**src/rtl/fpu_pkg.sv**
```systemverilog
// fpu_pkg: binary16 format constants and field layout shared by the adder.
package fpu_pkg;
  localparam int EXP_W = 5;
  localparam int FRAC_W = 10;
  localparam int BIAS = 15;
  localparam logic [15:0] QNAN = 16'h7E00;
  localparam logic [15:0] POS_INF = 16'h7C00;
  localparam logic [15:0] NEG_INF = 16'hFC00;
  typedef struct packed {
    logic sign;
    logic [EXP_W-1:0] exp;
    logic [FRAC_W-1:0] frac;
  } hp_t;
endpackage

```
**src/rtl/fpu_lzc.sv**
```systemverilog
// fpu_lzc: leading-zero count of a 15-bit word; an all-zero word reports 15.
module fpu_lzc (
  input  logic [14:0] x,
  output logic [3:0]  n
);
  always_comb begin
    n = 4'd15;
    for (int i = 0; i < 15; i++)
      if (x[i]) n = 4'(14 - i);
  end
endmodule

```
**src/rtl/fpu.sv**
```systemverilog
// fpu: registered binary16 adder, round-to-nearest-even, one cycle latency.
module fpu
  import fpu_pkg::*;
(
  input  logic        clk,
  input  logic        rst_n,
  input  logic [15:0] Asem,
  input  logic [15:0] Bsem,
  output logic [15:0] Rsem
);
  hp_t a, b, l, s;
  logic a_nan, b_nan, a_inf, b_inf, swap, eff_sub, st, g, r, sb, up, zero;
  logic [4:0] le, se, d, lz, lim, sh;
  logic [10:0] lm, sm, m;
  logic [12:0] sx, al;
  logic [14:0] sum, n;
  logic [3:0] cnt;
  logic [6:0] e;
  logic [16:0] rnd;
  logic [15:0] res;
  assign a = Asem;
  assign b = Bsem;
  assign a_nan = &a.exp && |a.frac;
  assign b_nan = &b.exp && |b.frac;
  assign a_inf = &a.exp && ~|a.frac;
  assign b_inf = &b.exp && ~|b.frac;
  assign swap = Bsem[14:0] > Asem[14:0];
  assign l = swap ? b : a;
  assign s = swap ? a : b;
  assign le = (l.exp == '0) ? 5'd1 : l.exp;
  assign se = (s.exp == '0) ? 5'd1 : s.exp;
  assign lm = {l.exp != '0, l.frac};
  assign sm = {s.exp != '0, s.frac};
  assign d = le - se;
  // Smaller operand carries guard/round in its two low bits; everything shifted past them is sticky.
  assign sx = {sm, 2'b00};
  assign al = sx >> d;
  assign st = |(sx & ~(13'h1fff << d));
  assign eff_sub = l.sign ^ s.sign;
  assign sum = eff_sub ? {1'b0, lm, 3'b000} - {1'b0, al, st} : {1'b0, lm, 3'b000} + {1'b0, al, st};
  fpu_lzc u_lzc (.x(sum), .n(cnt));
  assign lz = {1'b0, cnt} - 5'd1;
  assign lim = le - 5'd1;
  assign sh = (lz < lim) ? lz : lim;
  assign n = sum << sh;
  // A borrowed-in sticky leaves a nonzero remainder below the round bit, so st is re-ORed after shifting.
  assign m = sum[14] ? sum[14:4] : n[13:3];
  assign g = sum[14] ? sum[3] : n[2];
  assign r = sum[14] ? sum[2] : n[1];
  assign sb = (sum[14] ? |sum[1:0] : n[0]) | st;
  assign e = sum[14] ? {2'b00, le} + 7'd1 : {2'b00, le} - {2'b00, sh};
  assign up = g & (r | sb | m[0]);
  // Rounding on the packed {exp,frac} lets a mantissa carry bump the exponent for free.
  assign rnd = {m[10] ? e : 7'd0, m[9:0]} + {16'd0, up};
  assign zero = sum == '0;
  assign res = (a_nan || b_nan || (a_inf && b_inf && eff_sub)) ? QNAN :
               a_inf ? Asem :
               b_inf ? Bsem :
               zero ? {l.sign & s.sign, 15'd0} :
               (rnd[16:10] >= 7'd31) ? (l.sign ? NEG_INF : POS_INF) :
               {l.sign, rnd[14:0]};
  always_ff @(posedge clk or negedge rst_n)
    if (!rst_n) Rsem <= '0;
    else Rsem <= res;
endmodule

```
**config.mk**
```make
export PLATFORM = sky130hd
export DESIGN_NAME = fpu
export DESIGN_NICKNAME = d
export VERILOG_FILES = /design/src/rtl/fpu_pkg.sv /design/src/rtl/fpu_lzc.sv /design/src/rtl/fpu.sv
export SDC_FILE = /design/constraint.sdc
export NUM_CORES = 1
export LEC_CHECK = 0
export CORE_MARGIN = 2
export CORE_UTILIZATION = 55
export CTS_BUF_LIST = sky130_fd_sc_hd__clkbuf_8
export DETAILED_ROUTE_END_ITERATION = 8
export PLACE_DENSITY = 0.9
export SLEW_MARGIN = 20
export SYNTH_ARGS = -nofsm -noshare
export SYNTH_HDL_FRONTEND = slang
export SYNTH_SLANG_ARGS = --single-unit
```
**constraint.sdc**
```tcl
create_clock -name clk -period 0.8 [get_ports clk]
set_clock_uncertainty 0.1 [all_clocks]
set_input_delay 0.08 -clock clk [delete_from_list [all_inputs] [get_ports clk]]
set_output_delay 0.08 -clock clk [all_outputs]
set_load 0.03 [all_outputs]
```
==> results of run 1 <==
## per-stage QoR
stage          TNS [ns]  instances
2_1_floorplan   -163.96        930
3_5_place_dp    -183.86       1445
3_3_place_gp    -166.47       1445
## cells by family after synthesis
logic type                 count (synthesis)  share of synthesized area
AOI/OAI and AO/OA                        323                      0.367
xor gates and xnor gates                  30                     0.0413
adders and majority gates                 61                      0.120
buffers and inverters                    107                     0.0662
DFF                                       16                     0.0612
muxes                                     43                     0.0706
and+or+nand+nor                          350                      0.274
## cell usage after synthesis (all sizes together) (6+ instances only)
library cell,count,share of area
a21oi,66,0.052
xor2,15,0.021
ha,58,0.11
mux2i,33,0.051
nor2,81,0.051
or2,14,0.013
o211ai,25,0.032
o21a,7,0.0080
o21ai,62,0.048
and3,7,0.0067
inv,63,0.036
dfrtp,16,0.061
nand3,30,0.024
a22oi,7,0.0080
nand2,98,0.056
a211oi,28,0.037
a21boi,6,0.0075
clkbuf,27,0.015
nor4,15,0.019
xnor2,15,0.020
mux2,9,0.016
nand4,30,0.029
nor3,25,0.020
a31oi,10,0.0096
nand2b,15,0.014
a21o,17,0.021
and2,9,0.0088
o31ai,11,0.015
buf,17,0.015
o2111ai,8,0.012
==> results by group, run 1 <==
Outcome
  • Status: aborted with a tool error
  • Failed at: 4_1_cts
  • Log Error: [ERROR DPL-0038] Utilization greater than 100%, impossible to legalize

Yosys
  • Syn avg cell area: between 7 and 8 µm²
  • Cells after synthesis: 930
  • Post-synthesis sequential area ratio: 0.0612
  • Synth warn: 0
  • Number of synthesized register bits: 16
  • Mapped Area: 6540 µm²
  • Mapped Nets: just over 1000
  • Ys async rst share: 1.00
  • Cell variety after synth: ~110
  • Post-synth EDFFs: 0
  • Top_reg_cell synth: dfrtp_1

Place
  • IO Port Bufs: 49
  • Final Wtd Congestion: about 1.1
  • HPWL after DPL: between 20 and 30 mm
  • Post-DP Area: ~10000 µm²
  • Pre-CTS WS: -11.89 ns

Clock network
  • Num CTS Buffers: 3
  • Num Clock Sinks: 16
  • Post-CTS Setup Repair Bufs: 109
  • Clock root cell: clkbuf_8
  • Post-CTS sizing: 244
  • H-Tree Depth: 1
  • Clock buffer depth: 2
  • Hold buffers post-CTS: 0

Floorplan
  • Row count: 39
  • DIE WIDTH: 113 µm
  • Top-Level Pins: 50
  • Initial Utilization: 0.568
  • Die height: around 110 µm
==> run 2: changes to the inputs <==
CORE_UTILIZATION = 40   (was 55)
CTS_BUF_LIST = not set   (was sky130_fd_sc_hd__clkbuf_8)
PLACE_DENSITY = not set   (was 0.9)
PLACE_DENSITY_LB_ADDON = 0.15   (was not set)
clock period = 1.05 ns   (was 0.8 ns; I/O delays follow)
==> results by group, run 2 <==
Outcome
  • Status: finished with violations
  • Failing checks: negative setup slack

Yosys
  • Top cell type by total area after synthesis: ha_1
  • Cells after synthesis: 930 (unchanged)
  • Post-synth top cells: nand2_1, nor2_1, a21oi_1
  • Synth top area share: 0.111 (unchanged)
  • Top_reg_cell synth: dfrtp_1
  • Mapped Area: 6540 µm² (unchanged)
  • Cell variety after synth: 109 (unchanged)
  • Syn avg cell area: 7.03 µm² (unchanged)
  • Mapped Nets: 1025 (unchanged)
  • Post-synth EDFFs: 0 (unchanged)
  • Largest cells by area after synthesis: ha_1, dfrtp_1, nand2_1, a21oi_1, mux2i_1
  • Number of synthesized register bits: 16 (unchanged)
  • Ys async rst share: 1.00 (unchanged)
  • Post-synthesis sequential area ratio: 0.0612 (unchanged)
  • Synth warn: 0 (unchanged)
  • Most frequent cell after synthesis: nand2_1

Global route
  • Global-route usage over all layers: 0.345
  • Total global routing overflow: 0
  • Largest net degree at the start of global routing: 31
  • First-pass GRT wire length: approximately 49 mm
  • Initial antenna violation count: 0
  • Vias in the first global route: roughly 9600

Detailed routing
  • Routed WL: roughly 33 mm
  • Pre-Repair DR Iteration Count: 5
  • Antenna-violating nets left: 0
  • Routed wl met2: 16.2 mm
  • DR WL/cell: 19.7 µm
  • WL met3: between 2 and 2.5 mm
  • Via count: around 9800
  • WL met1: 13.0 mm
  • Vias per Instance: between 5 and 6
  • Drc violations: 0
  • Uppermost layer routed: met4
  • Initial DRC count: between 700 and 800

Clock network
  • Clock root cell: clkbuf_16
  • Num Clock Sinks: 16 (unchanged)
  • Clock-pin slew on the worst setup and hold paths: about 0.050 ns
  • TritonCTS clock tree: built
  • Num CTS Buffers: 3 (unchanged)
  • H-Tree Depth: 1 (unchanged)
  • Clock buffer depth: 2 (unchanged)

Cells and area
  • Max FFs per register: 16
  • Final core occ: 0.766
  • Fillers: ~1100
  • Commonest non-fill, non-tap cell in the layout: buf_4
  • Share of layout cells above drive strength 1: 0.544
  • Largest registers: Rsem x16
  • Layout Nets: ~1600
  • Largest reg by FF count: Rsem
  • Final Cell Area: roughly 12000 µm²
  • Ant. Diodes: 0
  • Most frequent cells in the layout: buf_4, nand2_1, nor2_1, inv_1, a21oi_1
  • Synth-to-Final Area Change: 86.6%

Timing
  • Final setup vio count: 16
  • Post-route minimum period: approximately 11 ns
  • Worst-margin pin slew: roughly 0.56 ns
  • Peak Freq: 88.8 MHz
  • Slew Viols, Final: 0
  • Final Hold Fails: 0
  • Worst Setup Slack, final: -10.21 ns
  • RSZ-0062 raised after global routing: yes
  • Setup TNS: -158.12 ns
  • Max_slew headroom: 0.623
  • Part of the cycle the worst path needs: 10.7

Critical path
  • CP max-delay cell: or4_4
  • Type of element capturing the critical path: flip-flop
  • Crit path DAT: roughly 11 ns
  • CP Class: input pin to flip-flop
  • Required time worst endpoint: ~1.1 ns
  • CP max stage delay: roughly 0.58 ns
  • CP most frequent cell: buf_4
  • Type of origin of the critical path: input pin
  • Largest fanout on the critical path: 7

Place
  • Final Wtd Congestion: 0.978 (-15%)
  • Post-DP Area: 10500 µm² (+3.7%)
  • IO Port Bufs: 49 (unchanged)
  • HPWL after DPL: 23.3 mm (-18%)

Floorplan
  • Die height: 132 µm (+17%)
  • Initial Utilization: 0.410 (-0.158)
  • Die ar.: between 15000 and 20000 µm²
  • DIE WIDTH: 132 µm (+17%)
  • Core outline area: around 16000 µm²
  • Top-Level Pins: 50 (unchanged)
  • Row count: 46 (+18%)

Flow run
  • Number of max-cap violations: 0

Min path
  • Worst hold-check path type: input pin to async pin
## run 2: layout make-up
type | instances | area, µm² | share of cell area
tap | 216 | 270 | 0.0221
inverter | 63 | 259 | 0.0212
multi-input combinational | 808 | 6870 | 0.563
sequential | 16 | 400 | 0.0328
timing repair buffer | 567 | 4330 | 0.355
clock buffer | 3 | 75.1 | 0.00615
## run 2: cell families after synthesis
| family | Yosys count | share of synthesized area |
|---|---|---|
| AND/OR/NAND/NOR | 350 | 0.274 |
| AO/OA/AOI/OAI | 323 | 0.367 |
| buffers and inverters | 107 | 0.0662 |
| adder cells (fa/ha/maj) | 61 | 0.120 |
| multiplexers | 43 | 0.0706 |
| XOR/XNOR | 30 | 0.0413 |
| flip-flops | 16 | 0.0612 |
## run 2: per-layer routing
metal	up-vias	GRT usage
met5	-	0
met1	4599	0.420
met4	0	0.140
li1	4597	-
met3	117	0.0269
met2	527	0.625
## run 2: critical path, delay by kind of cell
| kind | cells | cell delay (ns) |
|---|---|---|
| buffers and inverters | 36 | 4.59 |
| AO/OA/AOI/OAI | 13 | 2.72 |
| AND/OR/NAND/NOR | 13 | 2.41 |
| adder cells (fa/ha/maj) | 4 | 0.92 |
| multiplexers | 1 | 0.49 |
## run 2: what timing repair did
action	CTS	global route
hold buffers	0	0
endpoints found under the setup margin	16	16
buffers inserted	88	25
gates cloned	3	0
pin swaps	70	70
resized for setup	164	120
## run 2: final timing paths
path | start | end | slack, ns
setup / recovery | Asem[13] | Rsem[8] | -10.21
hold / removal | rst_n | Rsem[8] | 0.08
max in group asynchronous | rst_n | Rsem[5] | 0.59
min in group clk | Asem[14] | Rsem[15] | 0.53
## run 2: stage by stage
stage | cells | hold WS, ns | worst slack, ns
after floorplan | 930 | -0.291 | -10.37
after global placement | 1560 | 0.336 | -10.64
after detailed placement | 1560 | 0.343 | -10.90
after CTS | 1652 | 0.110 | -9.69
after global routing | 1673 | 0.0971 | -10.59
final | 1673 | 0.0845 | -10.21
Power of run 2 is not shown: default switching activity piles up to over one toggle a cycle in this logic, so the estimate is an artifact.
==> run 3: changes to the inputs <==
CAP_MARGIN = 20   (was not set)
PLACE_DENSITY = 0.65   (was not set)
PLACE_DENSITY_LB_ADDON = not set   (was 0.15)
TNS_END_PERCENT = 20   (was not set)
==> results by group, run 3 (synthesis results as in run 2) <==
Cells and area
  • Most frequent cells in the layout: buf_4, nand2_1, nor2_1, a21oi_1, o21ai_0
  • Share of layout cells above drive strength 1: 0.533 (-0.0104)
  • Largest reg by FF count: Rsem
  • Max FFs per register: 16 (unchanged)
  • Commonest non-fill, non-tap cell in the layout: buf_4
  • Layout Nets: 1560 (+0.39%)
  • Largest registers: Rsem x16
  • Ant. Diodes: 0 (unchanged)
  • Fillers: 1090 (-4.6%)
  • Multi-input gate area: 6730 µm² (-2.1%)
  • Reg area: 400 µm² (unchanged)
  • Synth-to-Final Area Change: 85.2%

Timing
  • Post-route minimum period: 11.44 ns (+0.178 ns)
  • Final Hold Fails: 0 (unchanged)
  • Max_slew headroom: 0.350 (-0.273)
  • Peak Freq: 87.4 MHz (-1.6%)
  • Worst-margin pin slew: 0.965 ns (+0.405 ns)
  • Part of the cycle the worst path needs: 10.9 (+0.170)
  • Setup TNS: -161.34 ns (-3.22 ns)
  • RSZ-0062 raised after global routing: yes
  • Final setup vio count: 16 (unchanged)
  • Slew Viols, Final: 0 (unchanged)
  • Worst Setup Slack, final: -10.39 ns (-0.178 ns)

Detailed routing
  • Via count: 10100 (+2.9%)
  • Antenna-violating nets left: 0 (unchanged)
  • DR WL/cell: 19.7 µm (-0.25%)
  • Pre-Repair DR Iteration Count: 5 (unchanged)
  • Drc violations: 0 (unchanged)
  • Vias per Instance: 6.03 (+2.5%)
  • Initial DRC count: 800 (+2.3%)
  • Routed WL: 33.0 mm (+0.11%)

Floorplan
  • Die height: 132 µm (unchanged)
  • Row count: 46 (unchanged)
  • Die ar.: 17400 µm² (unchanged)
  • Initial Utilization: 0.410 (unchanged)
  • Core outline area: 15900 µm² (unchanged)
  • DIE WIDTH: 132 µm (unchanged)
  • Top-Level Pins: 50 (unchanged)

Clock network
  • H-Tree Depth: 1 (unchanged)
  • Num Clock Sinks: 16 (unchanged)
  • Clock buffer depth: 2 (unchanged)
  • Clock root cell: clkbuf_16
  • Hold buffers post-CTS: 0 (unchanged)
  • TritonCTS clock tree: built
  • Clock-pin slew on the worst setup and hold paths: 0.05 ns (about the same)
  • Num CTS Buffers: 3 (unchanged)

Global route
  • Largest net degree at the start of global routing: 31 (unchanged)
  • Initial antenna violation count: 0 (unchanged)
  • First-pass GRT wire length: 49.1 mm (-0.56%)
  • Total global routing overflow: 0 (unchanged)
  • Vias in the first global route: 9713 (+1.3%)
  • Global-route usage over all layers: 0.342 (-0.00277)

Place
  • Final Wtd Congestion: 0.990 (+1.3%)
  • HPWL after DPL: 23.2 mm (-0.54%)
  • IO Port Bufs: 49 (unchanged)

Critical path
  • CP max stage delay: 0.66 ns (+0.08 ns)
  • Type of origin of the critical path: input pin
  • CP Class: input pin to flip-flop
  • Type of element capturing the critical path: flip-flop
  • Largest fanout on the critical path: 6 (-1)
  • Crit path DAT: 11.46 ns (+0.19 ns)
  • CP most frequent cell: ha_4
  • CP max-delay cell: fa_2
  • Required time worst endpoint: 1.07 ns (about the same)

Outcome
  • Status: finished with violations
  • Failing checks: negative setup slack

Min path
  • Worst hold-check path type: input pin to async pin

Flow run
  • Number of max-cap violations: 0 (unchanged)
run 3: cell count changes in the layout (fill, tap and decap cells not counted), moves of 5 or more:
cell and delta:
nor2_2 -5, nor2_1 +5, o21ai_2 -6, inv_2 +5, buf_4 +5
run 3: critical path: cells and delay by family:
family | cells | cell delay, ns
muxes | 2 | 0.54
buffers and inverters | 10 | 1.07
xor gates and xnor gates | 1 | 0.27
AOI/OAI and AO/OA | 25 | 4.39
and+or+nand+nor | 17 | 3.17
adders and majority gates | 7 | 1.88
run 3: layout make-up:
type                    instances  area share
multi-input cells             808       0.555
repair buffers                573       0.362
flip-flops and latches         16      0.0330
well taps                     216      0.0223
inverters                      63      0.0210
clock buffers                   3     0.00620
run 3: worst paths after layout:
kind	startpoint	cells after the start	to	slack, ns
max	Bsem[14]	62	Rsem[4]	-10.39
min	rst_n	2	Rsem[5]	0.09
max in group asynchronous	rst_n	2	Rsem[7]	0.58
min in group clk	Asem[15]	4	Rsem[15]	0.51
run 3: timing repair:
| action | CTS | global route |
|---|---|---|
| buffers inserted | 99 | 34 |
| pin swaps | 76 | 92 |
| endpoints found under the setup margin | 16 | 16 |
| gates cloned | 2 | 0 |
| gates resized for setup | 151 | 106 |
run 3: per-layer routing:
metal  vias to the layer above  GRT usage  wire length [µm]
met5                         -          0                 0
met4                         0      0.167              2120
met3                       189     0.0538              2430
met2                       564      0.605             15900
met1                      4769      0.402             12600
li1                       4605          -                 -
run 3: stage by stage:
| step | utilization | worst slack [ns] | hold slack, ns | instances | instance area [µm²] |
|---|---|---|---|---|---|
| after floorplan | - | -10.37 | -0.291 | 930 | 6940 |
| after global placement | 0.650 | -10.81 | 0.333 | 1544 | 10400 |
| after detailed placement | 0.650 | -11.06 | 0.355 | 1544 | 10400 |
| after CTS | 0.724 | -9.95 | 0.107 | 1647 | 11500 |
| after global routing | 0.760 | -10.84 | 0.127 | 1679 | 12100 |
| final | 0.760 | -10.39 | 0.0941 | 1679 | 12100 |
Power of run 3 is left out for the same reason.
